[src/rtl/lns_normalizer_if.sv]
// rtl/lns_normalizer_if.sv - handshake bundle between operand producer, normalizer and log stage
// Ports (grouped signals):
//   data_in / data_in_valid / data_in_enable          operand side, valid/enable transfer
//   data_out / exp_out / zero_out / data_out_valid /
//   data_out_enable                                   result side, valid/enable transfer
// Modports: master = producer/consumer environment, slave = normalizer.
interface lns_normalizer_if #(
  parameter int IN_BITS = 16,
  parameter int X_BITS  = 8,
  parameter int E_BITS  = $clog2(IN_BITS)
);
  logic [IN_BITS-1:0] data_in;
  logic               data_in_valid;
  logic               data_in_enable;
  logic [X_BITS-1:0]  data_out;
  logic [E_BITS-1:0]  exp_out;
  logic               zero_out;
  logic               data_out_valid;
  logic               data_out_enable;

  modport master (
    output data_in, data_in_valid, data_out_enable,
    input  data_in_enable, data_out, exp_out, zero_out, data_out_valid
  );

  modport slave (
    input  data_in, data_in_valid, data_out_enable,
    output data_in_enable, data_out, exp_out, zero_out, data_out_valid
  );
endinterface

[src/rtl/lns_normalizer.sv]
// rtl/lns_normalizer.sv - integer-to-LNS front end: leading-one exponent and fraction mantissa
// Ports:
//   clk   rising-edge clock
//   rst   asynchronous active-high reset
//   bus   lns_normalizer_if.slave: operand in (data_in*), result out (data_out, exp_out,
//         zero_out, data_out_valid/data_out_enable)
module lns_normalizer #(
  parameter int IN_BITS = 16,
  parameter int X_BITS  = 8,
  parameter int E_BITS  = $clog2(IN_BITS)
) (
  input  logic                  clk,
  input  logic                  rst,
  lns_normalizer_if.slave       bus
);

  typedef enum logic [1:0] {IDLE, SHIFT, DONE} state_t;

  state_t              r_state;
  logic [IN_BITS-1:0]  r_shift;
  logic [E_BITS-1:0]   r_exp_cnt;
  logic [X_BITS-1:0]   r_data_out;
  logic [E_BITS-1:0]   r_exp_out;
  logic                r_zero_out;
  logic                r_data_out_valid;

  logic                w_in_enable;
  logic                w_in_xfer;
  logic                w_out_xfer;

  // Ready is decoded from state and forced low while reset is asserted.
  assign w_in_enable = (r_state == IDLE) && !rst;
  assign w_in_xfer   = bus.data_in_valid && w_in_enable;
  assign w_out_xfer  = (r_state == DONE) && bus.data_out_enable;

  always_ff @(posedge clk or posedge rst) begin
    if (rst) begin
      r_state          <= IDLE;
      r_shift          <= '0;
      r_exp_cnt        <= '0;
      r_data_out       <= '0;
      r_exp_out        <= '0;
      r_zero_out       <= 1'b0;
      r_data_out_valid <= 1'b0;
    end else begin
      case (r_state)
        IDLE: begin
          r_data_out_valid <= 1'b0;
          if (w_in_xfer) begin
            r_shift   <= bus.data_in;
            r_exp_cnt <= E_BITS'(IN_BITS - 1);
            if (bus.data_in == '0) begin
              // Zero has no leading one; report it directly with cleared fields.
              r_data_out       <= '0;
              r_exp_out        <= '0;
              r_zero_out       <= 1'b1;
              r_data_out_valid <= 1'b1;
              r_state          <= DONE;
            end else begin
              r_state <= SHIFT;
            end
          end
        end
        SHIFT: begin
          if (r_shift[IN_BITS-1]) begin
            // Leading one is now at the MSB; the implied 1 is dropped and
            // fraction bits below X_BITS are truncated.
            r_data_out       <= r_shift[IN_BITS-2 -: X_BITS];
            r_exp_out        <= r_exp_cnt;
            r_zero_out       <= 1'b0;
            r_data_out_valid <= 1'b1;
            r_state          <= DONE;
          end else begin
            // Nonzero operand guarantees the counter stops before wrapping.
            r_shift   <= {r_shift[IN_BITS-2:0], 1'b0};
            r_exp_cnt <= r_exp_cnt - 1'b1;
          end
        end
        DONE: begin
          if (w_out_xfer) begin
            r_data_out_valid <= 1'b0;
            r_state          <= IDLE;
          end
        end
        default: begin
          r_state          <= IDLE;
          r_data_out_valid <= 1'b0;
        end
      endcase
    end
  end

  assign bus.data_in_enable = w_in_enable;
  assign bus.data_out       = r_data_out;
  assign bus.exp_out        = r_exp_out;
  assign bus.zero_out       = r_zero_out;
  assign bus.data_out_valid = r_data_out_valid;

endmodule

[src/flat_wrapper.sv]
// flat-port wrapper written by rule: the top's interface ports become plain ports
module lns_normalizer_flat 
#(
  parameter int IN_BITS = 16,
  parameter int X_BITS  = 8,
  parameter int E_BITS  = $clog2(IN_BITS)
)
  (clk, rst, bus_data_in, bus_data_in_valid, bus_data_out_enable, bus_data_in_enable, bus_data_out, bus_exp_out, bus_zero_out, bus_data_out_valid);
  lns_normalizer_if #(.IN_BITS(IN_BITS), .X_BITS(X_BITS), .E_BITS(E_BITS)) bus_i ();
  input  logic clk;
  input  logic rst;
  input wire logic [$bits(bus_i.data_in)-1:0] bus_data_in;
  input wire logic [$bits(bus_i.data_in_valid)-1:0] bus_data_in_valid;
  input wire logic [$bits(bus_i.data_out_enable)-1:0] bus_data_out_enable;
  output wire logic [$bits(bus_i.data_in_enable)-1:0] bus_data_in_enable;
  output wire logic [$bits(bus_i.data_out)-1:0] bus_data_out;
  output wire logic [$bits(bus_i.exp_out)-1:0] bus_exp_out;
  output wire logic [$bits(bus_i.zero_out)-1:0] bus_zero_out;
  output wire logic [$bits(bus_i.data_out_valid)-1:0] bus_data_out_valid;
  assign bus_i.data_in = bus_data_in;
  assign bus_i.data_in_valid = bus_data_in_valid;
  assign bus_i.data_out_enable = bus_data_out_enable;
  assign bus_data_in_enable = bus_i.data_in_enable;
  assign bus_data_out = bus_i.data_out;
  assign bus_exp_out = bus_i.exp_out;
  assign bus_zero_out = bus_i.zero_out;
  assign bus_data_out_valid = bus_i.data_out_valid;
  lns_normalizer #(.IN_BITS(IN_BITS), .X_BITS(X_BITS), .E_BITS(E_BITS)) u_core (.clk(clk), .rst(rst), .bus(bus_i));
endmodule
[config.mk]
export PLATFORM = sky130hd
export DESIGN_NAME = lns_normalizer_flat
export DESIGN_NICKNAME = d
export VERILOG_FILES = /design/src/rtl/lns_normalizer_if.sv /design/src/rtl/lns_normalizer.sv /design/src/flat_wrapper.sv
export SDC_FILE = /design/constraint.sdc
export NUM_CORES = 1
export LEC_CHECK = 0
export ABC_AREA = 1
export CAP_MARGIN = 20
export CORE_ASPECT_RATIO = 1.5
export CORE_MARGIN = 3
export CORE_UTILIZATION = 50
export CTS_CLUSTER_DIAMETER = 40
export CTS_CLUSTER_SIZE = 14
export DETAILED_ROUTE_END_ITERATION = 12
export MAX_ROUTING_LAYER = met4
export PLACE_DENSITY = 0.78
export SLEW_MARGIN = 10
export SYNTH_ARGS = -nofsm -noshare
export SYNTH_HDL_FRONTEND = slang
export SYNTH_SLANG_ARGS = --single-unit
[constraint.sdc]
create_clock -name clk -period 2.95 [get_ports clk]
set_input_delay 0.4425 -clock clk [delete_from_list [all_inputs] [get_ports clk]]
set_output_delay 0.4425 -clock clk [all_outputs]
set_load 0.02 [all_outputs]
**Word level (Yosys, flattened, before mapping)**

Cells that the tools add are included.

- Mux-type cells: 28
- Eq/ne operators: 7
- Reduce and logical (&&, ||, !) cells: 12
- Add/sub/neg operators: 1

Operators with widths:

| kind | count |
|---|---|
| 16-bit 2-to-1 mux | 2 |
| 16-bit one-hot mux with 2 select lines | 1 |
| 8-bit 2-to-1 mux | 3 |
| 4-bit 2-to-1 mux | 5 |
| 16-bit logical NOT | 1 |
| 4-bit one-hot mux with 2 select lines | 2 |
| 8-bit one-hot mux with 2 select lines | 1 |
| 2-bit 2-to-1 mux | 4 |
| 1-bit 2-to-1 mux | 7 |
| 2-bit by 1-bit != test with 1-bit output (second input constant) | 3 |
| 2-bit one-hot mux with 3 select lines | 1 |
| 3-bit AND reduction | 2 |
| 2-bit != test (second input constant) | 2 |
| 2-bit AND reduction | 2 |
| 4-bit AND reduction | 1 |
| 4-bit by 1-bit subtractor with 4-bit output (second input constant) | 1 |
| 1-bit logical AND | 3 |
| 1-bit one-hot mux with 3 select lines | 1 |
| 2-bit by 1-bit == test with 1-bit output (second input constant) | 1 |
| 2-bit == test (second input constant) | 1 |
| 2-bit logical NOT | 1 |
| 1-bit one-hot mux with 2 select lines | 1 |
| 2-bit nonzero test | 1 |
| 1-bit logical NOT | 1 |

- Output and inout bits: 15
- Input port bits: 20
- Word-level logic and storage cells: 56
- Bits in registers: 36

**Depth between registers and ports, before layout**

- Depth after elaboration: 5
- Depth in mapped cells: 9
- Mapped depth without buffers: 8

**Least setup slack after synthesis**

OpenSTA, ideal clock, no wires.

- Kind: in2reg
- From: in rst
- To: reg u_core.r_data_out[2] (netlist: u_core.bus.data_out[2])
- Library setup time: 0.117 ns
- Data arrival time: 2.016 ns
- Data required time: 2.833 ns
- Path slack: 0.817 ns
- Buffers on the path: 1
- Cell stages on the path: 9
- Path through: inv_1 -> nand3_4 -> nand2_1 -> nand2_1 -> inv_2 -> nand3_4 -> buf_6 -> nand2_1 -> nand2_1

- Longest elaborated chain between the ends: 5

RTL lines:

| item | line | RTL |
|---|---|---|
| start, declared | flat_wrapper.sv:11 | `input logic rst;` |
| 1-bit logical NOT | lns_normalizer.sv:32 | `assign w_in_enable = (r_state == IDLE) && !rst;` |
| 1-bit logical AND | lns_normalizer.sv:32 |  |
| 1-bit logical AND | lns_normalizer.sv:33 | `assign w_in_xfer = bus.data_in_valid && w_in_enable;` |
| 2-bit by 1-bit != test with 1-bit output (no line) | - |  |
| 4-bit AND reduction (no line) | - |  |
| end signal, assigned | lns_normalizer.sv:68 | `r_data_out <= r_shift[IN_BITS-2 -: X_BITS];` |
| end, declared | lns_normalizer.sv:22 | `logic [X_BITS-1:0] r_data_out;` |

Every way passes these cells.
A chain may end at the register's enable or synchronous reset.

**Worst setup path in the final report**

- From: in rst
- To: out bus_data_in_enable

- Longest elaborated chain between the ends: 2

RTL lines:

| item | line | RTL |
|---|---|---|
| 1-bit logical NOT | lns_normalizer.sv:32 |  |
| 1-bit logical AND | lns_normalizer.sv:32 |  |
| end, declared | flat_wrapper.sv:15 | `output wire logic [$bits(bus_i.data_in_enable)-1:0] bus_data_in_enable;` |

Every way passes these cells.

==> flow_summary_export.csv <==
group,metric,value,unit
yosys,muxShareOfSynthArea,0,
yosys,synth_area,1680,um^2
yosys,synth-xor-area-share,0,
pwr,powerDensity,1090,nW/um^2
clock_network,clkTransAtPathRegs,0.07,ns
hold_path,min_path_type,"reg2reg",
timing,hold_viol,0,
finish,n_fill_cell,279,
timing,fin_worst_skew,0.00524,ns
clock_network,htreeDepth,2,
yosys,synth_seq_area_share,0.537,
yosys,syn_nets,212,
clock_network,cts_sinks,36,
placed_design,portBuffers,34,
pwr,switching_share,0.404,
critical_path,cpMostUsedCell,"clkdlybuf4s50_1",
pwr,leakagePower,1.00,nW
routing,dr.pass1.iters,5,
global_route,track_usage,0.200,
global_route,grt_pass1_vias,1417,
clock_network,cts_resized,0,
critical_path,end_kind,"output port",
yosys,ys_async_sr_fraction,1.00,
critical_path,critPathMaxStageDelay,0.63,ns
global_route,grt_pass1_wl,6030,um
timing,finalSetupViolations,0,
critical_path,worst_ep_required_time,2.51,ns
yosys,synth.most_common_cell,"nand2_1",
critical_path,crit_fanout,2,
timing,hold_ws,0.474,ns
clock_network,clock_latency,0.28,ns
job,drv_cap,0,
placed_design,dp_hpwl,2550,um
global_route,overflow,0,
clock_network,cts_hold_buf,0,
floorplanning,die_area,4100,um^2
global_route,grt_max_degree,37,
floorplanning,ios,35,
yosys,synth_top_family_by_area,"simple AND/OR/NAND/NOR gates",
timing,grt_setup_unrepaired,"no",
routing,vias,1458,
pwr,power.total,0.00234,W
yosys,ys_top_cells_by_count,"nand2_1, dfrtp_1, nand3_1, nor2_1, o21ai_0",
floorplanning,start_util,0.526,
yosys,yosysWarnings,0,
yosys,postSynthCellCount,191,
critical_path,worstSetupPathType,"in2out",
floorplanning,num_rows,25,
routing,avgViaCountPerCell,5.46,
critical_path,path_cells,"clkdlybuf4s50_1, nor3_1, clkdlybuf4s50_1",
pwr,peakVddDrop,0.730,mV
finish,final_util,0.676,
routing,wl,3570,um
pwr,p_comb_frac,0.421,
yosys,synth_cell_types,22,
status,status,"finished clean",
pwr,intPower,0.00140,W
clock_network,post_cts_buffers,0,
global_route,grt_antenna_before_repair,0,
routing,wl_per_cell,13.4,um
clock_network,cts_buffers,5,
timing,min_period,2.07,ns
yosys,synth_ff_type,"dfrtp_1",
yosys,synth_area_leaders,"dfrtp_1, nand2_1, nand3_1",
yosys,synth_compound_area_frac,0.117,
timing,maxSlewViolCount,0,
floorplanning,die_y,77.0,um
placed_design,finalWeightedCongestion,0.835,
critical_path,worstPathArrival,1.63,ns
critical_path,worstSetupStartpointType,"input port",
yosys,synth_top_area_cell,"dfrtp_1",
floorplanning,core_area,3190,um^2
yosys,synth-simple-area-share,0.286,
finish,num_antenna_cells,0,
finish,area_growth,28.4,%
clock_network,clock_tree.root_cell,"clkbuf_8",
yosys,synth_top_area_frac,0.537,
timing,tns,0,ns
timing,finalCritPeriodShare,0.702,
critical_path,slowest_stage,"clkdlybuf4s50_1",
placed_design,place_area,2030,um^2
routing,ant_nets,0,
finish,fin_area,2160,um^2
routing,drc,0,
pwr,power_frac_seq,0.377,
finish,drive_above_1_share,0.0925,
clock_network,clk_path_buf_depth,2,
yosys,synth_edf_count,0,
timing,fmax,483,MHz
yosys,ys_seq_elements,36,
critical_path,path_delay_family,"buffers and inverters",
timing,worst_slew_pin_slew,0.531,ns
floorplanning,die_x,53.3,um
pwr,clockPowerShare,0.202,
timing,relSlewSlack,0.645,
yosys,synth_fa_ha_area_frac,0.00745,
routing,drt-initial-drc-count,65,
clock_network,cts_tree,"done",
pwr,power.switching,0.000946,W
finish,nNetsFinal,247,
yosys,synth.avg_cell_area,8.79,um^2
critical_path,critical_path_buf_inv_count,2,
==> worst paths after layout <==
| path | startpoint | endpoint | slack (ns) | cells after the start |
|---|---|---|---|---|
| setup / recovery | rst | bus_data_in_enable | 0.88 | 3 |
| hold / removal | u_core.bus.exp_out[1] | u_core.bus.exp_out[1] | 0.47 | 2 |
| setup reg to reg | u_core.r_state[1] | u_core.r_shift[0] | 1.12 | 5 |
| hold reg to reg | u_core.bus.exp_out[1] | u_core.bus.exp_out[1] | 0.47 | 2 |
| max in group asynchronous | rst | u_core.r_exp_cnt[2] | 1.95 | 3 |
| min in group asynchronous | rst | u_core.bus.data_out_valid | 0.69 | 3 |
==> layout by cell type (no fill, tap or decap) <==
master           Yosys  layout
a21o_1               2       2
a22o_1               1       1
a22oi_1              7       7
a31oi_1              8       8
buf_4                1       1
bufinv_16            0       1
clkbuf_8             0       7
clkdlybuf4s50_1      0      34
dfrtp_1             36      36
ha_1                 1       1
inv_1                5       5
inv_2                6       6
nand2_1             54      54
nand2_4              2       2
nand3_1             21      21
nand3_4              2       2
nand3b_1             1       1
nor2_1              20      20
nor2_4               2       2
nor3_1               2       2
o21ai_0              9       9
o21ai_1              5       5
==> worst min-delay path: stages, from the launching register on <==
cell     delay, ns
dfrtp_1       0.34
nand2_1       0.05
nand2_1       0.05
==> registers in the layout, indices dropped and copies added (netlist names) <==
register / count
u_core.bus.data_out_valid: 1
u_core.r_exp_cnt: 4
u_core.r_shift: 16
u_core.bus.exp_out: 4
u_core.bus.zero_out: 1
u_core.bus.data_out: 8
u_core.r_state: 2
==> metal layers <==
metal / share of wire / track usage / vias to the layer above
met5: 0 / - / -
met4: 0.020 / 0.0818 / 0
met3: 0.054 / 0.0466 / 10
met2: 0.53 / 0.326 / 49
met1: 0.40 / 0.230 / 694
li1: - / - / 705
==> stage by stage <==
step	setup WS, ns	instances
after floorplan	0.817	191
after global placement	0.891	259
after detailed placement	0.866	259
after CTS	0.874	267
after global routing	0.838	267
final	0.879	267
==> power groups by stage <==
stage	Clock [W]	Combinational (W)	Sequential (W)
3_5_place_dp	0	0.000987	0.000887
5_1_grt	0.000498	0.00111	0.000910
2_1_floorplan	0	0.000632	0.000938
6_report	0.000473	0.000985	0.000883
3_3_place_gp	0	0.000953	0.000874
4_1_cts	0.000478	0.000994	0.000879
==> layout make-up <==
cell class	instances	area [um^2]	area share
sequential	36	901	0.418
clock buffer	7	96.3	0.0447
tap	40	50.0	0.0232
inverter	11	41.3	0.0192
timing repair buffer	35	348	0.161
multi-input combinational	137	689	0.320
clock inverter	1	30.0	0.0139
==> logic make-up (layout without fill, tap and decap cells) <==
group | after synthesis | after routing
AO/OA/AOI/OAI | 32 | 32
adder cells (fa/ha/maj) | 1 | 1
buffers and inverters | 18 | 54
flip-flops | 36 | 36
AND/OR/NAND/NOR | 104 | 104
Power figures use the tool's default switching activity.
